[config.mk]
export PLATFORM = sky130hd
export DESIGN_NAME = dmem_arbiter
export DESIGN_NICKNAME = d
export VERILOG_FILES = /design/src/rtl/dmem_pkg.sv /design/src/rtl/rr_arb2.sv /design/src/rtl/dmem_arbiter.sv
export SDC_FILE = /design/constraint.sdc
export NUM_CORES = 1
export LEC_CHECK = 0
export ABC_AREA = 1
export CORE_MARGIN = 3
export CORE_UTILIZATION = 31
export DETAILED_ROUTE_END_ITERATION = 16
export PLACE_DENSITY = 0.75
export SYNTH_ARGS = -nofsm -noshare
export SYNTH_HDL_FRONTEND = slang
export SYNTH_HIERARCHICAL = 1
export SYNTH_SLANG_ARGS = --single-unit
[constraint.sdc]
create_clock -name clk -period 1.1 [get_ports clk]
set_input_delay 0.11 -clock clk [delete_from_list [all_inputs] [get_ports clk]]
set_output_delay 0.11 -clock clk [all_outputs]
set_load 0.01 [all_outputs]
[src/rtl/dmem_pkg.sv]
// Shared definitions for the data-memory arbiter.
//   state_t     : arbiter FSM encoding (idle, response pending on port 0 / 1)
//   PORT0/PORT1 : requester index constants used by the grant logic
package dmem_pkg;

  typedef enum logic [1:0] {
    ST_IDLE  = 2'd0,
    ST_RESP0 = 2'd1,
    ST_RESP1 = 2'd2
  } state_t;

  localparam logic PORT0 = 1'b0;
  localparam logic PORT1 = 1'b1;

endpackage

[src/rtl/rr_arb2.sv]
// Two-input round-robin selector.
//   req0, req1 : request lines
//   rr         : preferred port when both request
//   gnt_any    : at least one request present
//   gnt_port   : index of the selected port (meaningful when gnt_any)
module rr_arb2
  import dmem_pkg::*;
(
  input  logic req0,
  input  logic req1,
  input  logic rr,
  output logic gnt_any,
  output logic gnt_port
);

  always_comb begin
    gnt_any  = req0 | req1;
    gnt_port = PORT0;
    if (req0 && req1) begin
      gnt_port = rr;
    end else if (req1) begin
      gnt_port = PORT1;
    end
  end

endmodule

[src/rtl/dmem_arbiter.sv]
// Arbitrates two requesters onto a single-port data memory with a
// combinational read path. One request is accepted per IDLE cycle; the
// response (read data, or zero for a write) is held in a per-port register
// until the owner consumes it, then the FSM returns to IDLE.
//   clk, reset             : clock, synchronous active-high reset
//   pN_req_*               : requester N request channel (valid/ready)
//   pN_rsp_*               : requester N response channel (valid/ready)
//   mem_*                  : data memory control, address, write/read data
module dmem_arbiter
  import dmem_pkg::*;
#(
  parameter int DATA_WIDTH     = 32,
  parameter int MEM_ADDR_WIDTH = 10
) (
  input  logic                      clk,
  input  logic                      reset,
  input  logic                      p0_req_valid,
  input  logic                      p0_req_we,
  input  logic [MEM_ADDR_WIDTH-1:0] p0_req_addr,
  input  logic [DATA_WIDTH-1:0]     p0_req_wdata,
  output logic                      p0_req_ready,
  output logic                      p0_rsp_valid,
  output logic [DATA_WIDTH-1:0]     p0_rsp_rdata,
  input  logic                      p0_rsp_ready,
  input  logic                      p1_req_valid,
  input  logic                      p1_req_we,
  input  logic [MEM_ADDR_WIDTH-1:0] p1_req_addr,
  input  logic [DATA_WIDTH-1:0]     p1_req_wdata,
  output logic                      p1_req_ready,
  output logic                      p1_rsp_valid,
  output logic [DATA_WIDTH-1:0]     p1_rsp_rdata,
  input  logic                      p1_rsp_ready,
  output logic                      mem_read_en,
  output logic                      mem_write_en,
  output logic [MEM_ADDR_WIDTH-1:0] mem_address,
  output logic [DATA_WIDTH-1:0]     mem_write_data,
  input  logic [DATA_WIDTH-1:0]     mem_read_data
);

  state_t                      state_q;
  state_t                      state_d;
  logic                        rr_q;
  logic                        arb_any;
  logic                        gnt_port_p0;
  logic                        grant_p0;
  logic                        sel_we_p0;
  logic [MEM_ADDR_WIDTH-1:0]   sel_addr_p0;
  logic [DATA_WIDTH-1:0]       sel_wdata_p0;
  logic [DATA_WIDTH-1:0]       rsp_rdata0_p1;
  logic [DATA_WIDTH-1:0]       rsp_rdata1_p1;

  // ---- stage p0: grant selection and memory access ----
  rr_arb2 u_rr_arb2 (
    .req0     (p0_req_valid),
    .req1     (p1_req_valid),
    .rr       (rr_q),
    .gnt_any  (arb_any),
    .gnt_port (gnt_port_p0)
  );

  // Gating with reset keeps ready and mem_write_en low in a reset cycle,
  // so a request coinciding with reset never commits a write.
  assign grant_p0     = (state_q == ST_IDLE) && !reset && arb_any;
  assign sel_we_p0    = (gnt_port_p0 == PORT1) ? p1_req_we    : p0_req_we;
  assign sel_addr_p0  = (gnt_port_p0 == PORT1) ? p1_req_addr  : p0_req_addr;
  assign sel_wdata_p0 = (gnt_port_p0 == PORT1) ? p1_req_wdata : p0_req_wdata;

  always_comb begin
    state_d        = state_q;
    p0_req_ready   = 1'b0;
    p1_req_ready   = 1'b0;
    mem_read_en    = 1'b0;
    mem_write_en   = 1'b0;
    mem_address    = '0;
    mem_write_data = '0;
    if (grant_p0) begin
      p0_req_ready   = (gnt_port_p0 == PORT0);
      p1_req_ready   = (gnt_port_p0 == PORT1);
      mem_read_en    = ~sel_we_p0;
      mem_write_en   = sel_we_p0;
      mem_address    = sel_addr_p0;
      mem_write_data = sel_wdata_p0;
    end
    case (state_q)
      ST_IDLE: begin
        if (grant_p0) begin
          state_d = (gnt_port_p0 == PORT1) ? ST_RESP1 : ST_RESP0;
        end
      end
      ST_RESP0: if (p0_rsp_ready) state_d = ST_IDLE;
      ST_RESP1: if (p1_rsp_ready) state_d = ST_IDLE;
      default:  state_d = ST_IDLE;
    endcase
  end

  // ---- stage p1: response registers, held until consumed ----
  always_ff @(posedge clk) begin
    if (reset) begin
      state_q       <= ST_IDLE;
      rr_q          <= PORT0;
      rsp_rdata0_p1 <= '0;
      rsp_rdata1_p1 <= '0;
    end else begin
      state_q <= state_d;
      if (grant_p0) begin
        rr_q <= ~gnt_port_p0;
        if (gnt_port_p0 == PORT0) begin
          rsp_rdata0_p1 <= sel_we_p0 ? '0 : mem_read_data;
        end else begin
          rsp_rdata1_p1 <= sel_we_p0 ? '0 : mem_read_data;
        end
      end
    end
  end

  assign p0_rsp_valid = (state_q == ST_RESP0);
  assign p1_rsp_valid = (state_q == ST_RESP1);
  assign p0_rsp_rdata = rsp_rdata0_p1;
  assign p1_rsp_rdata = rsp_rdata1_p1;

endmodule

==> results.txt <==
----------------------------------------------------
[Run status]
  Status ... finished with violations
  Violations in the final reports ... negative setup slack

[Die]
  Die footprint ... 11700 µm²
  Starting Density ... 32.4%
  Placeable core region ... 9950 µm²
  Vertical extent of the die ... 108 µm
  I/O pin count ... 236
  Die W ... 108 µm
  Count of standard-cell rows ... 36

[Setup path]
  Total buffers and inverters traversed by the critical path ... 2
  Worst path cell trace ... nand3_2 > nand2_2 > nand2_2 > nor2_4 > buf_6 > nand2_1 > nand2_1 > buf_2
  Delay-heaviest family, CP ... simple AND/OR/NAND/NOR gates
  Max stage delay on crit path ... 0.34 ns
  CP Class ... reg -> out
  Slowest cell on the critical path ... sky130_fd_sc_hd__dfxtp_2
  Critical path launch point type ... flop
  Type of element capturing the critical path ... primary output
  Maximum fanout count along the critical path ... 14
  WP data arrival ... 1.66 ns
  CP Data Required Time ... 0.99 ns

[Job]
  Number of maximum-capacitance violations ... 0

[Route]
  Mean routed wirelength per cell ... 19.1 µm
  Number of nets with antenna violations after routing ... 0
  Number of DRC violations after detailed-routing iteration 0 ... 304
  Total via count after detailed routing ... 4645
  Mean number of vias per cell ... 4.95
  Top routing layer used ... met4
  DRT Wirelength ... 17900 µm
  Total DRC errors in the routed layout ... 0
  First-pass iteration count of the detailed router ... 4
  Met2 WL post-DR ... 9430 µm
  Post-Route M1 WL ... 6270 µm
  Total length of routed met3 wires ... 1260 µm

[Timing]
  Max Clock Skew ... 0.0125 ns
  Worst slew margin relative to its limit ... 71.9%
  Worst Max-Slew Pin Slew ... 0.421 ns
  Part of the cycle the worst path needs ... 161%
  Max-slew violation count ... 0
  Smallest setup slack after layout ... -0.671 ns
  Setup repair after global routing missed its margin ... yes
  Hold Violations, Final ... 0
  Fmax ... 0.565 GHz
  Setup-violating endpoint count in the final report ... 115
  Period minus WS final ... 1.77 ns

[Placement]
  Weighted congestion at the end of routability-driven global placement ... 0.888
  Port Buffer Count ... 235
  Post-DP HPWL ... 10400 µm
  Number of cells in the design after placement ... 883
  Placement-stage worst setup slack ... -1.03 ns

[Layout]
  Final net count ... 925
  Most common cell after layout, fill and taps aside ... sky130_fd_sc_hd__clkdlybuf4s50_1
  Fraction of final layout cells sized beyond drive strength 1 ... 44.6%
  Count of non-filler cells in the finished layout ... 939
  Synthesis-to-finish area growth ... 138%
  Highest-count cells in the layout ignoring fill and taps ... sky130_fd_sc_hd__clkdlybuf4s50_1, sky130_fd_sc_hd__nor2_4, sky130_fd_sc_hd__nand2_2
  Post-route core utilization ... 77.1%

[Synth]
  Post-Syn Area ... 3220 µm²
  Number of warnings issued by yosys ... 6
  Synth Net Count ... 645
  Count of distinct cell types in the synthesized netlist ... 17
  Post-synthesis sequential element count ... 67
  Number of cells produced by synthesis ... 521
  Proportion of synthesized chip area in sequential cells ... 41.6%
  Syn Area/Cell ... 6.18 µm²

[GRT]
  All-layer global routing usage ... 26.0%
  Largest net degree at the start of global routing ... 65
  Global-route wire length before repair ... 23300 µm
  Total overflow reported by the global router ... 0
  Number of global-route vias before repair ... 4394
  Antenna violations before repair ... 0

[Pwr]
  Power per unit of standard cell area ... 1100 nW/µm²
  Sum of internal, switching and leakage power ... 8.48 mW
  Worst IR drop on VDD ... 734 µV
  P_leak ... 3.63 nW

[Clocking]
  Cts hold-fix bufs ... 0
  Sinks on Clock Net ... 67
  Clock buffer count from CTS ... 9
  Clock insertion delay at the later pin of the skew report ... 0.33 ns
  Clock transition at the register clock pins on the worst setup and hold paths after CTS ... 0.06 ns
  H-tree levels ... 3
  Buffer levels on the longest clock path ... 2
  Clock root buffer master ... sky130_fd_sc_hd__clkbuf_8
  Clock tree from TritonCTS ... done

[Hold path]
  Hold crit path type ... in -> reg

----------------------------------------------------
[cells in the mapped netlist]
cell type / n / area (µm²)
sky130_fd_sc_hd__inv_1: 39 / 146
sky130_fd_sc_hd__buf_2: 15 / 75.1
sky130_fd_sc_hd__and2_1: 2 / 12.5
sky130_fd_sc_hd__buf_6: 2 / 22.5
sky130_fd_sc_hd__nor2_4: 2 / 22.5
sky130_fd_sc_hd__nand3_1: 7 / 35.0
sky130_fd_sc_hd__nand2_1: 145 / 544
sky130_fd_sc_hd__a21oi_1: 4 / 20.0
sky130_fd_sc_hd__dfxtp_1: 67 / 1340
sky130_fd_sc_hd__inv_2: 2 / 7.51
sky130_fd_sc_hd__nand2_2: 1 / 6.26
sky130_fd_sc_hd__clkbuf_1: 9 / 33.8
sky130_fd_sc_hd__buf_4: 6 / 45.0
sky130_fd_sc_hd__or2_1: 1 / 6.26
sky130_fd_sc_hd__o21ai_0: 60 / 300
sky130_fd_sc_hd__nor2_1: 158 / 593
sky130_fd_sc_hd__nand3_2: 1 / 10.0
[metrics by stage]
| step | instance area [µm²] | hold slack, ns | setup TNS, ns |
|---|---|---|---|
| 6_report | 7680 | 0.455 | -58.98 |
| 5_1_grt | 7680 | 0.475 | -69.37 |
| 4_1_cts | 6970 | 0.420 | -49.83 |
| 3_5_place_dp | 5910 | 0.451 | -99.16 |
| 3_3_place_gp | 5910 | 0.448 | -95.52 |
| 2_1_floorplan | 3380 | 0.172 | -5.98 |
[cell families (layout without fill, tap and decap cells)]
kind of cell | Yosys count | count (layout) | share of synthesized area, %
and+or+nand+nor | 317 | 317 | 38.2
buffers and inverters | 73 | 357 | 10.3
DFF | 67 | 67 | 41.6
AOI/OAI and AO/OA | 64 | 64 | 9.94
other | 0 | 1 | 0
[cell type report]
class | instances | area, µm²
clock buffers | 12 | 145
multi-input cells | 381 | 2620
inverters | 41 | 171
repair buffers | 301 | 3200
flip-flops and latches | 67 | 1360
diodes | 1 | 2.50
clock inverters | 3 | 15.0
fillers | 656 | 2270
well taps | 133 | 166
[sequential cells by signal, summed over array words and instances (netlist names)]
name / flops
p0_rsp_rdata: 32
p1_rsp_rdata: 32
rr_q: 1
state_q: 2
[repair_timing]
action,in CTS,in global routing
resized for setup,482,255
pin swaps,47,40
setup endpoints to repair,179,134
endpoints found under the hold margin,0,0
buffers inserted,19,21
gates cloned,11,5
[final timing paths]
kind	from	endpoint	slack, ns	cells after the start
max	rr_q	mem_write_data[25]	-0.67	8
min reg2reg	p0_rsp_rdata[10]	p0_rsp_rdata[10]	0.46	2
min	mem_read_data[10]	p0_rsp_rdata[10]	0.45	5
max reg2reg	rr_q	p1_rsp_rdata[16]	-0.55	11
[worst register-to-register path, delay by kind of cell (launching register included)]
family	cells	cell delay (ns)
flip-flops	1	0.34
AND/OR/NAND/NOR	6	0.59
buffers and inverters	5	0.62
[per-layer routing]
layer	track usage (%)	up-vias
li1	-	2154
met1	24.7	2201
met2	50.0	219
met3	6.75	71
met4	14.3	0
met5	0	-
[power breakdown]
part	switching [mW]	internal, mW
registers	0.188	2.67
logic	1.88	2.00
clock network	0.878	0.858
total	2.94	5.53
No activity file was read; power rests on OpenSTA's default activity.
